### src/rtl/mips_muldiv_pkg.sv
// Shared definitions for the MIPS multiply/divide unit.
//   - op codes seen on the op port (also used by the core's controller)
//   - FSM state encoding
//   - step mode selector for the iteration sub-module
package mips_muldiv_pkg;

  localparam logic [2:0] OP_MULT  = 3'b000;
  localparam logic [2:0] OP_MULTU = 3'b001;
  localparam logic [2:0] OP_DIV   = 3'b010;
  localparam logic [2:0] OP_DIVU  = 3'b011;
  localparam logic [2:0] OP_MTHI  = 3'b100;
  localparam logic [2:0] OP_MTLO  = 3'b101;

  typedef enum logic [1:0] {
    IDLE = 2'd0,
    MUL  = 2'd1,
    DIV  = 2'd2,
    FIX  = 2'd3
  } state_t;

  typedef enum logic {
    MODE_MUL = 1'b0,
    MODE_DIV = 1'b1
  } mode_t;

endpackage

### src/rtl/mips_muldiv_step.sv
// One iteration of the multiply/divide datapath, purely combinational.
// Ports:
//   mode     : MODE_MUL (shift-add) or MODE_DIV (restoring shift-subtract)
//   acc      : 2*WIDTH-bit accumulator {upper, lower}
//   operand  : multiplicand (MUL) or divisor magnitude (DIV)
//   cnt      : iterations remaining; zero means hold the accumulator
//   acc_next : accumulator after this iteration (DIV leaves LSB clear)
//   qbit     : quotient bit produced by a DIV iteration
module muldiv_step
  import mips_muldiv_pkg::*;
#(
  parameter int WIDTH = 32,
  parameter int CNT_W = $clog2(WIDTH) + 1
) (
  input  mode_t              mode,
  input  logic [2*WIDTH-1:0] acc,
  input  logic [WIDTH-1:0]   operand,
  input  logic [CNT_W-1:0]   cnt,
  output logic [2*WIDTH-1:0] acc_next,
  output logic               qbit
);

  logic [WIDTH:0]   sum;
  logic [WIDTH:0]   shifted_rem;
  logic             rem_ge;
  logic [WIDTH-1:0] diff;

  // Multiply: add the multiplicand into the upper half when the current
  // multiplier bit (acc LSB) is set; the carry shifts back in on the right shift.
  assign sum = {1'b0, acc[2*WIDTH-1:WIDTH]} + {1'b0, operand};

  // Divide: remainder shifted left with the next dividend bit pulled in.
  // The WIDTH+1-bit compare decides the quotient bit; when it succeeds the
  // difference always fits in WIDTH bits.
  assign shifted_rem = {acc[2*WIDTH-1:WIDTH], acc[WIDTH-1]};
  assign rem_ge      = shifted_rem >= {1'b0, operand};
  assign diff        = shifted_rem[WIDTH-1:0] - operand;

  always_comb begin
    acc_next = acc;
    qbit     = 1'b0;
    if (cnt != '0) begin
      if (mode == MODE_MUL) begin
        if (acc[0]) acc_next = {sum, acc[WIDTH-1:1]};
        else        acc_next = {1'b0, acc[2*WIDTH-1:WIDTH], acc[WIDTH-1:1]};
      end else begin
        qbit     = rem_ge;
        acc_next = {(rem_ge ? diff : shifted_rem[WIDTH-1:0]), acc[WIDTH-2:0], 1'b0};
      end
    end
  end

endmodule

### src/rtl/mips_muldiv.sv
// Iterative multiply/divide unit with architectural HI/LO registers.
// Ports:
//   clk, reset : clock (rising edge), asynchronous active-high reset
//   start, op  : request and op code; accepted only while busy==0
//   srca, srcb : rs / rt operands
//   busy       : operation in flight (WIDTH+1 cycles after accept)
//   done       : one-cycle pulse in the cycle hi/lo take the new result
//   hi, lo     : HI / LO registers
module mips_muldiv
  import mips_muldiv_pkg::*;
#(
  parameter int WIDTH = 32
) (
  input  logic             clk,
  input  logic             reset,
  input  logic             start,
  input  logic [2:0]       op,
  input  logic [WIDTH-1:0] srca,
  input  logic [WIDTH-1:0] srcb,
  output logic             busy,
  output logic             done,
  output logic [WIDTH-1:0] hi,
  output logic [WIDTH-1:0] lo
);

  localparam int CNT_W = $clog2(WIDTH) + 1;

  state_t             state, state_nxt;
  logic [CNT_W-1:0]   cnt;
  logic [2*WIDTH-1:0] acc, acc_step;
  logic [WIDTH-1:0]   operand;
  logic               is_div, neg_q, neg_r, div0;
  logic               qbit;
  logic               op_signed;
  mode_t              mode;

  function automatic logic [WIDTH-1:0] cond_neg(input logic [WIDTH-1:0] v, input logic n);
    return n ? (~v + 1'b1) : v;
  endfunction

  function automatic logic [2*WIDTH-1:0] cond_neg2(input logic [2*WIDTH-1:0] v, input logic n);
    return n ? (~v + 1'b1) : v;
  endfunction

  // MULT and DIV (op[0]==0) are the signed variants.
  assign op_signed = ~op[0];
  assign mode      = (state == DIV) ? MODE_DIV : MODE_MUL;

  muldiv_step #(.WIDTH(WIDTH), .CNT_W(CNT_W)) u_step (
    .mode     (mode),
    .acc      (acc),
    .operand  (operand),
    .cnt      (cnt),
    .acc_next (acc_step),
    .qbit     (qbit)
  );

  always_ff @(posedge clk or posedge reset) begin
    if (reset) state <= IDLE;
    else       state <= state_nxt;
  end

  always_comb begin
    state_nxt = state;
    case (state)
      IDLE: if (start && !op[2]) state_nxt = op[1] ? DIV : MUL;
      MUL,
      DIV:  if (cnt == CNT_W'(1)) state_nxt = FIX;
      FIX:  state_nxt = IDLE;
      default: state_nxt = IDLE;
    endcase
  end

  always_comb begin
    busy = (state != IDLE);
  end

  always_ff @(posedge clk or posedge reset) begin
    if (reset) begin
      cnt     <= '0;
      acc     <= '0;
      operand <= '0;
      is_div  <= 1'b0;
      neg_q   <= 1'b0;
      neg_r   <= 1'b0;
      div0    <= 1'b0;
      done    <= 1'b0;
      hi      <= '0;
      lo      <= '0;
    end else begin
      done <= 1'b0;
      case (state)
        IDLE: if (start) begin
          case (op)
            OP_MULT, OP_MULTU, OP_DIV, OP_DIVU: begin
              // Magnitudes only; MIN_INT maps onto itself, read as unsigned.
              acc     <= {{WIDTH{1'b0}}, cond_neg(srca, op_signed && srca[WIDTH-1])};
              operand <= cond_neg(srcb, op_signed && srcb[WIDTH-1]);
              cnt     <= CNT_W'(WIDTH);
              is_div  <= op[1];
              neg_q   <= op_signed && (srca[WIDTH-1] ^ srcb[WIDTH-1]);
              neg_r   <= op_signed && srca[WIDTH-1];
              div0    <= (srcb == '0);
            end
            OP_MTHI: hi <= srca;
            OP_MTLO: lo <= srca;
            default: ;
          endcase
        end
        MUL, DIV: begin
          // The quotient bit fills the LSB the step module vacated.
          acc <= acc_step | {{(2*WIDTH-1){1'b0}}, qbit};
          cnt <= cnt - CNT_W'(1);
        end
        FIX: begin
          done <= 1'b1;
          if (is_div) begin
            // Divide by zero leaves the dividend in the remainder half; the
            // remainder sign fix restores the raw dividend, the quotient is forced.
            lo <= div0 ? {WIDTH{1'b1}} : cond_neg(acc[WIDTH-1:0], neg_q);
            hi <= cond_neg(acc[2*WIDTH-1:WIDTH], neg_r);
          end else begin
            {hi, lo} <= cond_neg2(acc, neg_q);
          end
        end
        default: ;
      endcase
    end
  end

endmodule

### config.mk
export PLATFORM = sky130hd
export DESIGN_NAME = mips_muldiv
export DESIGN_NICKNAME = d
export VERILOG_FILES = /design/src/rtl/mips_muldiv_pkg.sv /design/src/rtl/mips_muldiv_step.sv /design/src/rtl/mips_muldiv.sv
export SDC_FILE = /design/constraint.sdc
export NUM_CORES = 1
export LEC_CHECK = 0
export BUFFER_PORTS_ARGS = -buffer_cell sky130_fd_sc_hd__buf_4
export CAP_MARGIN = 15
export CELL_PAD_IN_SITES_DETAIL_PLACEMENT = 1
export CELL_PAD_IN_SITES_GLOBAL_PLACEMENT = 1
export CORE_MARGIN = 4
export CORE_UTILIZATION = 40
export DETAILED_ROUTE_END_ITERATION = 7
export PLACE_DENSITY_LB_ADDON = 0.1
export SLEW_MARGIN = 20
export SYNTH_ARGS = -nofsm -noshare
export SYNTH_HDL_FRONTEND = slang
export SYNTH_SLANG_ARGS = --single-unit
### constraint.sdc
create_clock -name clk -period 5.89 [get_ports clk]
set_input_delay 0.589 -clock clk [delete_from_list [all_inputs] [get_ports clk]]
set_output_delay 0.589 -clock clk [all_outputs]
set_load 0.01 [all_outputs]
# Yosys cells after proc, flatten, opt, wreduce, memory -nomap -nowiden
# Cells that the tools add are included.
dict set report op_classes {
  n_addsub 8
  magnitude_cmp 1
  n_eq_ne 15
  mux 32
  bitwise 8
  reduce_logical 19
}
# operator n
set op_table {}
lappend op_table {{32-bit two-way mux} 12}
lappend op_table {{64-bit two-way mux} 6}
lappend op_table {{32-bit by 1-bit adder with 32-bit output, second input constant} 4}
lappend op_table {{32-bit inverter} 4}
lappend op_table {{32-bit case mux with 2 select lines} 2}
lappend op_table {{64-bit case mux with 2 select lines} 1}
lappend op_table {{64-bit by 1-bit adder with 64-bit output, second input constant} 1}
lappend op_table {{64-bit inverter} 1}
lappend op_table {{64-bit by 1-bit bitwise OR with 64-bit output} 1}
lappend op_table {{32-bit by 32-bit adder with 33-bit output} 1}
lappend op_table {{33-bit by 32-bit greater-or-equal comparator with 1-bit output} 1}
lappend op_table {{32-bit logical NOT} 1}
lappend op_table {{32-bit subtractor} 1}
lappend op_table {{6-bit two-way mux} 2}
lappend op_table {{6-bit case mux with 2 select lines} 1}
lappend op_table {{3-bit AND reduction} 4}
lappend op_table {{3-bit by 2-bit equality test with 1-bit output, second input constant} 2}
lappend op_table {{3-bit equality test, second input constant} 2}
lappend op_table {{6-bit by 1-bit equality test with 1-bit output, second input constant} 1}
lappend op_table {{2-bit two-way mux} 3}
lappend op_table {{2-bit by 1-bit != test with 1-bit output, second input constant} 3}
lappend op_table {{2-bit != test, second input constant} 3}
lappend op_table {{2-bit case mux with 3 select lines} 1}
lappend op_table {{2-bit nonzero test} 3}
lappend op_table {{15 further kinds} 22}
dict set report totals {
  regBits 173
  wordCells 94
}

# Depth between registers and ports, before layout
# Gate-level depths: netlist of the first run.
dict set report depth {
  depth_word 6
  mapped_depth 14
  ltp_nobuf 13
}

# Cells and area by module
# From an unflattened synthesis of the first run, not the netlist that was laid out.
dict set report unflattened {
  cells_unflattened 2014
  hier_area_um2 15849.0
}
# mod instances cells_each area_each_um2
set modules_own_cells {}
lappend modules_own_cells {mips_muldiv 1 1184 10277.4}
lappend modules_own_cells {muldiv_step 1 830 5571.6}

# Worst setup path after synthesis of the first run
# Ideal clock, no wire load.
dict set report synth_path {
  path_kind {reg2reg}
  start {register acc[32]}
  end {register acc[45]}
  setup_time_ns 0.126
  arrival_time_ns 3.264
  required_ns 5.764
  slack_ns 2.500
  path_stages_with_launch 12
  n_path_buf 1
  period_less_slack_ns 3.390
  path_cell_list {dfrtp_1 ha_1 nor2b_1 o31a_1 o31ai_1 nand4_1 a41o_1 a31oi_1 buf_2 mux2i_1 nor2_1 a221o_1}
}
dict set report synth_via {
  elab_chain_cells 6
  elab_cells_between_ends 9
  cone_classes {add/sub (2); order compare (1); mux (5); bitwise (1)}
}
# element line
set synth_lines {}
lappend synth_lines {{start, declared} mips_muldiv.sv:30} ;# logic [2*WIDTH-1:0] acc, acc_step;
lappend synth_lines {{start signal, assigned} mips_muldiv.sv:97} ;# acc <= {{WIDTH{1'b0}}, cond_neg(srca, op_signed && srca[WIDTH-1])};
lappend synth_lines {{start signal, assigned} mips_muldiv.sv:112} ;# acc <= acc_step | {{(2*WIDTH-1){1'b0}}, qbit};
lappend synth_lines {{32-bit by 32-bit adder with 33-bit output (tied with other cells)} mips_muldiv_step.sv:30} ;# assign sum = {1'b0, acc[2*WIDTH-1:WIDTH]} + {1'b0, operand};
lappend synth_lines {{64-bit two-way mux or 32-bit two-way mux (tied branches)} {mips_muldiv_step.sv:44, mips_muldiv_step.sv:48}}
lappend synth_lines {{64-bit two-way mux *} mips_muldiv_step.sv:43} ;# if (mode == MODE_MUL) begin
lappend synth_lines {{64-bit two-way mux *} mips_muldiv_step.sv:42} ;# if (cnt != '0) begin
lappend synth_lines {{64-bit by 1-bit bitwise OR with 64-bit output *} mips_muldiv.sv:112}
lappend synth_lines {{64-bit case mux with 2 select lines *} mips_muldiv.sv:92} ;# case (state)
# Every way passes the cells marked *; elsewhere a longest branch is shown, timed or not.
# A chain may end at the register's enable or synchronous reset.

# Worst setup path in the final report of the first run
dict set report layout_path {
  start {register acc[32]}
  end {register acc[38]}
}
# Same word-level chain as after synthesis.

==> results of run 1 <==
## sequential cells by signal, indices dropped and copies added, names as in the netlist
signal	count
operand	32
is_div	1
div0	1
cnt	6
hi	32
neg_r	1
state	2
acc	64
done	1
lo	32
neg_q	1
## worst max path at each step
stage | slack, ns | end | cells after the start
global route | 1.41 | acc[45] | 11
finish | 1.70 | acc[38] | 11
detailed placement | 1.73 | acc[48] | 11
global placement | 1.91 | acc[45] | 11
floorplan | 0.61 | acc[0] | 1
CTS | 1.72 | acc[48] | 11
## layout make-up
cell class | instances | area [um^2] | share of cell area [%]
clock buffers | 23 | 478.0 | 2.894
clock inverters | 8 | 106.4 | 0.6439
inverters | 75 | 286.5 | 1.735
multi-input cells | 1454 | 9553 | 57.84
flip-flops and latches | 173 | 4329 | 26.21
well taps | 461 | 576.8 | 3.492
repair buffers | 158 | 1186 | 7.182
## routing by layer
layer	routed length [um]	share of wire (%)	vias to the layer above	global-route usage, %
met2	24830	48	302	44.69
met5	0	0	-	0
li1	-	-	6774	-
met3	1664	3.2	88	2.473
met1	23280	45	7000	33.59
met4	1657	3.2	0	9.422
## per-stage QoR
step | instances | cell area (um^2) | hold WS [ns] | util, %
2_1_floorplan | 1814 | 14540 | 0.4712 | -
3_3_place_gp | 2321 | 15930 | 0.4637 | 44.56
3_5_place_dp | 2321 | 15930 | 0.4729 | 44.56
4_1_cts | 2352 | 16510 | 0.2341 | 46.20
5_1_grt | 2352 | 16520 | 0.2626 | 46.21
6_report | 2352 | 16520 | 0.2086 | 46.21
## power by group through the flow
stage,Clock (uW),Sequential [uW],Combinational (uW)
floorplan,0,2320,5850
global placement,0,2580,7830
detailed placement,0,2600,8000
CTS,1220,2580,8060
global route,1250,2680,8930
finish,1190,2600,8070
## logic make-up (layout without fill, tap and decap cells)
kind of cell	count (synthesis)	count (layout)	share of synthesized area, %
fa+ha+maj	76	76	6.643
buf+inv	187	264	4.974
compound gates	622	622	27.28
simple gates	542	542	17.98
xor+xnor	166	166	9.999
mux	48	48	3.347
flops	173	173	29.77
## layout by cell type, fill, tap and decap left out, drive strengths merged, types with 10 or more instances in the layout
cell type  instances
nor4              16
o21ai            181
o221ai            18
nand3             28
or3               11
a21o              26
o31ai             28
a32o              14
nor3              55
o211ai            27
xor2              43
buf              158
a211o             12
a31oi             23
dfrtp            173
o41ai             11
mux2i             43
xnor2            123
inv               77
a22o              10
o21a              28
ha                74
or4               20
nand4             14
nand2b            17
nor2             112
clkbuf            23
nor2b             25
o22ai             32
a21oi            144
and3              21
nand2            195
a211oi            12
## cells in the mapped netlist (all sizes together), types with 10 or more instances
cell | n | area share, %
o221ai | 18 | 1.1
nand2 | 195 | 5.1
nor2b | 25 | 1.1
o211ai | 27 | 1.4
mux2i | 43 | 3.0
a31oi | 23 | 0.99
clkbuf | 102 | 2.7
a22o | 10 | 0.60
inv | 75 | 1.9
o41ai | 11 | 0.71
and3 | 21 | 0.90
nor4 | 16 | 0.69
ha | 74 | 6.4
xor2 | 43 | 2.6
nand3 | 28 | 0.96
nand4 | 14 | 0.60
a21o | 26 | 1.3
or4 | 20 | 1.1
o21a | 28 | 1.4
a32o | 14 | 0.96
o21ai | 181 | 6.2
a21oi | 144 | 5.0
xnor2 | 123 | 7.4
a211oi | 12 | 0.62
buf | 10 | 0.39
o31ai | 28 | 1.4
a211o | 12 | 0.72
nor3 | 55 | 2.0
nand2b | 17 | 0.73
o22ai | 32 | 1.4
nor2 | 112 | 2.9
dfrtp | 173 | 30
or3 | 11 | 0.47
==> run summary, run 1 <==
Status = finished, final reports clean
Main synth FF type = dfrtp_1
Sequential Power Share = 21.9%
Number of antenna violations at the first check in global routing = 0
Post-Syn Nets = 1960
Total setup buffers inserted after CTS = 0
Crit Reg-Reg Startpoint = acc[32]
Die Y-Extent = 198.7 um
GP Congestion = 0.9188
Drt drc = 0
Synth warnings = 0
Die width = 198.7 um
Reg2Reg Depth = 11
Slew Viols, Final = 0
Vias = 14160
Unrepaired setup endpoints after global routing = no
Final HPWL DP = 39070 um
Net Sw Frac = 51.57%
Relative slew slack = 27.12%
Crit path max-delay cell type = a31oi_4
Worst min-delay path class = primary input to async pin
NetSw = 6113 uW
PostCTS Resize Cnt = 0
Syn Area/Cell = 8.016 um^2
Longest Clk Path Bufs = 2
Grt total ovfl = 0
First-pass GRT wire length = 81170 um
Ant. Diodes = 0
Input/output buffers = 135
Final ANT Viol Nets = 0
Critical Path Fanout Max = 27
Combinational power share = 68.1%
Fillers = 4374
Final cycle utilization of the critical path = 71.14%
Synthesized area = 14540 um^2
I/O pin cnt = 136
Skew final = 0.01705 ns
Die footprint = 39470 um^2
Worst endpoint data arrival time = 4.54 ns
Vias/cell = 6.022
WP buf/inv = 1
Pre-Repair DR Iteration Count = 5
Yosys reg bits = 173
Setup WS pre-CTS = 1.727 ns
Final Routed Wirelength = 51430 um
Reg2reg end = acc[38]
Slew @ Worst Pin = 1.089 ns
Max Fclk = 238.6 MHz
Peak per-stage delay on the critical path = 0.72 ns
Share of cells above drive strength 1 = 11.37%
Max-cap viol count = 0
Crit start category = flop
Initial core utilization = 40.68%
Worst endpoint required time = 6.24 ns
Yosys cell types = 74
Sequential share of the synthesized area = 29.77%
H-tree levels = 4
EDFF count, synth = 0
LEAKAGE = 0.007025 uW
Setup TNS Final = 0 ns
Final Setup Violations = 0
Num rows = 69
Mapped Cells = 1814
Clk sinks = 173
Ys async rst share = 100.0%
Reg clk slew, reported paths = 0.07 ns
Final Hold Viols = 0
Nets = 2025
Critical path class = flop to flop
CTS tree = built
Layout area overhead = 13.59%
Vias in the first global route = 14460
GRT Total Usage = 25.81%
Core area = 35740 um^2
Clock Latency Late Sink = 0.47 ns
Pwr Total = 11850 uW
CP Launch Point = acc[32]
Initial DRC count = 708
Routed wire per std cell = 21.87 um
PD cells = 717.7 nW/um^2
Top delay family on crit path = compound AO/OA/AOI/OAI gates
CP Cell Sequence = ha_1 -> nor2b_1 -> o31a_1 -> o31ai_1 -> nand4_1 -> a41o_1 -> a31oi_4 -> buf_4 -> mux2i_1 -> a21oi_1 -> a22o_1
Min Tclk post-route = 4.190 ns
Int Power = 5741 uW
Largest net degree at the start of global routing = 73
Peak supply drop = 364.9 uV
Num CTS Buffers = 17
R2R Setup Slk = 1.70 ns
Final worst slack = 1.700 ns
Endpoint type of the worst setup path = flop
CTS Hold Bufs = 0
Clock network power share = 10.0%
Clock root buffer = clkbuf_16
Note: power is estimated with default switching activity, not from simulation.
==> run 2: changes to the inputs <==
clock period = 3.95 ns   (was 5.89 ns; I/O delays follow)
==> run summary, run 2 (synthesis results as in run 1) <==
Status = finished, final reports clean (unchanged)
Pwr Total = 17920 uW (was 11850 uW)
Crit start category = flop (unchanged)
Max FFs per register = 64 (unchanged)
Unrepaired setup endpoints after global routing = no (unchanged)
Grt total ovfl = 0 (unchanged)
Clock Latency Late Sink = 0.46 ns (was 0.47 ns)
Max-cap viol count = 0 (unchanged)
GP Congestion = 0.9039 (was 0.9188)
Worst min-delay path class = primary input to async pin (unchanged)
Max Fclk = 281.3 MHz (was 238.6 MHz)
Longest Clk Path Bufs = 2 (unchanged)
Most frequent cells in the layout = nand2_1 (194), buf_4 (181), dfrtp_1 (173) (was nand2_1 (193), dfrtp_1 (173), o21ai_0 (168))
Peak supply drop = 496.5 uV (was 364.9 uV)
CTS tree = built (unchanged)
Vias = 14170 (was 14160)
Setup TNS Final = 0 ns (unchanged)
Final Routed Wirelength = 51730 um (was 51430 um)
Placed Cells = 2347 (was 2321)
PD cells = 1070 nW/um^2 (was 717.7 nW/um^2)
Vias in the first global route = 14650 (was 14460)
Pre-Repair DR Iteration Count = 5 (unchanged)
Final instance area = 16740 um^2 (was 16520 um^2)
Skew final = 0.009252 ns (was 0.01705 ns)
Relative slew slack = 33.76% (was 27.12%)
Worst endpoint data arrival time = 3.90 ns (was 4.54 ns)
Worst endpoint required time = 4.30 ns (was 6.24 ns)
Num CTS Buffers = 17 (unchanged)
Ant. Diodes = 0 (unchanged)
Number of antenna violations at the first check in global routing = 0 (unchanged)
Routed wire per std cell = 21.75 um (was 21.87 um)
Drt drc = 0 (unchanged)
Num rows = 69 (unchanged)
Clock root buffer = clkbuf_16 (unchanged)
Vias/cell = 5.960 (was 6.022)
Hold_ws = 0.07198 ns (was 0.2086 ns)
Endpoint type of the worst setup path = flop (unchanged)
Final Hold Viols = 0 (unchanged)
Final Setup Violations = 0 (unchanged)
Core area = 35740 um^2 (unchanged)
Critical path class = flop to flop (unchanged)
Final cycle utilization of the critical path = 89.99% (was 71.14%)
Final HPWL DP = 39750 um (was 39070 um)
Placed Area = 16160 um^2 (was 15930 um^2)
Critical Path Fanout Max = 8 (was 27)
Layout area overhead = 15.15% (was 13.59%)
Reg2Reg Depth = 10 (was 11)
Total setup buffers inserted after CTS = 0 (unchanged)
Crit Reg-Reg Startpoint = acc[45] (was acc[32])
Final ANT Viol Nets = 0 (unchanged)
Nets = 2051 (was 2025)
Initial core utilization = 40.68% (unchanged)
Slew @ Worst Pin = 0.9936 ns (was 1.089 ns)
CTS Hold Bufs = 0 (unchanged)
R2R Setup Slk = 0.40 ns (was 1.70 ns)
Die Y-Extent = 198.7 um (unchanged)
Largest net degree at the start of global routing = 105 (was 73)
Reg clk slew, reported paths = 0.07 ns (about the same)
Commonest non-fill, non-tap cell in the layout = nand2_1 (unchanged)
Initial DRC count = 667 (was 708)
PostCTS Resize Cnt = 0 (unchanged)
Slew Viols, Final = 0 (unchanged)
GRT Total Usage = 25.93% (was 25.81%)
Input/output buffers = 135 (unchanged)
H-tree levels = 4 (unchanged)
Min Tclk post-route = 3.554 ns (was 4.190 ns)
Share of cells above drive strength 1 = 12.62% (was 11.37%)
Clk sinks = 173 (unchanged)
Reg2reg end = acc[56] (was acc[38])
LEAKAGE = 0.007169 uW (was 0.007025 uW)
First-pass GRT wire length = 81560 um (was 81170 um)
Post-Layout Cell Count = 2378 (was 2352)
I/O pin cnt = 136 (unchanged)
Top reg by flops = acc (unchanged)
Die width = 198.7 um (unchanged)
Die footprint = 39470 um^2 (unchanged)
run 2: how the worst max path moves through the flow:
stage / from / to / slack, ns / depth (start not counted)
global placement: acc[48] / acc[60] / 0.53 / 10
floorplan: acc[32] / acc[45] / 0.56 / 11
CTS: acc[33] / acc[45] / 0.41 / 11
detailed placement: acc[33] / acc[47] / 0.42 / 11
finish: acc[45] / acc[56] / 0.40 / 10
global route: acc[51] / acc[56] / 0.19 / 10
run 2: final cells by class:
cell class,instances,area [um^2]
fill,4378,19000
multi-input combinational,1454,9547
sequential,173,4329
timing repair buffer,184,1419
tap,461,576.8
clock buffer,19,452.9
inverter,75,285.3
clock inverter,12,133.9
run 2: critical path, cell delays in order, from the launching register on:
cell	delay, ns
dfrtp_1	0.52
ha_1	0.47
a21oi_1	0.12
o21ai_0	0.31
or4b_1	0.46
o311ai_0	0.12
a41o_1	0.31
a31oi_4	0.16
nor2b_1	0.48
o21ai_0	0.20
a32o_1	0.28
run 2: per-stage QoR:
stage               worst slack [ns]  utilization (%)
CTS                           0.4068            46.85
detailed placement            0.4178            45.20
floorplan                     0.5603                -
global placement              0.5320            45.20
finish                        0.3956            46.85
global route                  0.1903            46.85
run 2: power by group:
group / total (uW) / switching, uW / internal, uW
combinational: 12400 / 7290 / 5100
clock: 1760 / 797 / 967
sequential: 3760 / 1100 / 2660
run 2: routing by layer:
metal / part of all wire (%) / up-vias / routed length, um / GRT usage [%]
li1: - / 6821 / - / -
met1: 44 / 6949 / 22880 / 33.09
met2: 49 / 331 / 25550 / 46.10
met3: 4.1 / 71 / 2129 / 3.388
met4: 2.3 / 0 / 1173 / 7.320
met5: 0 / - / 0 / 0
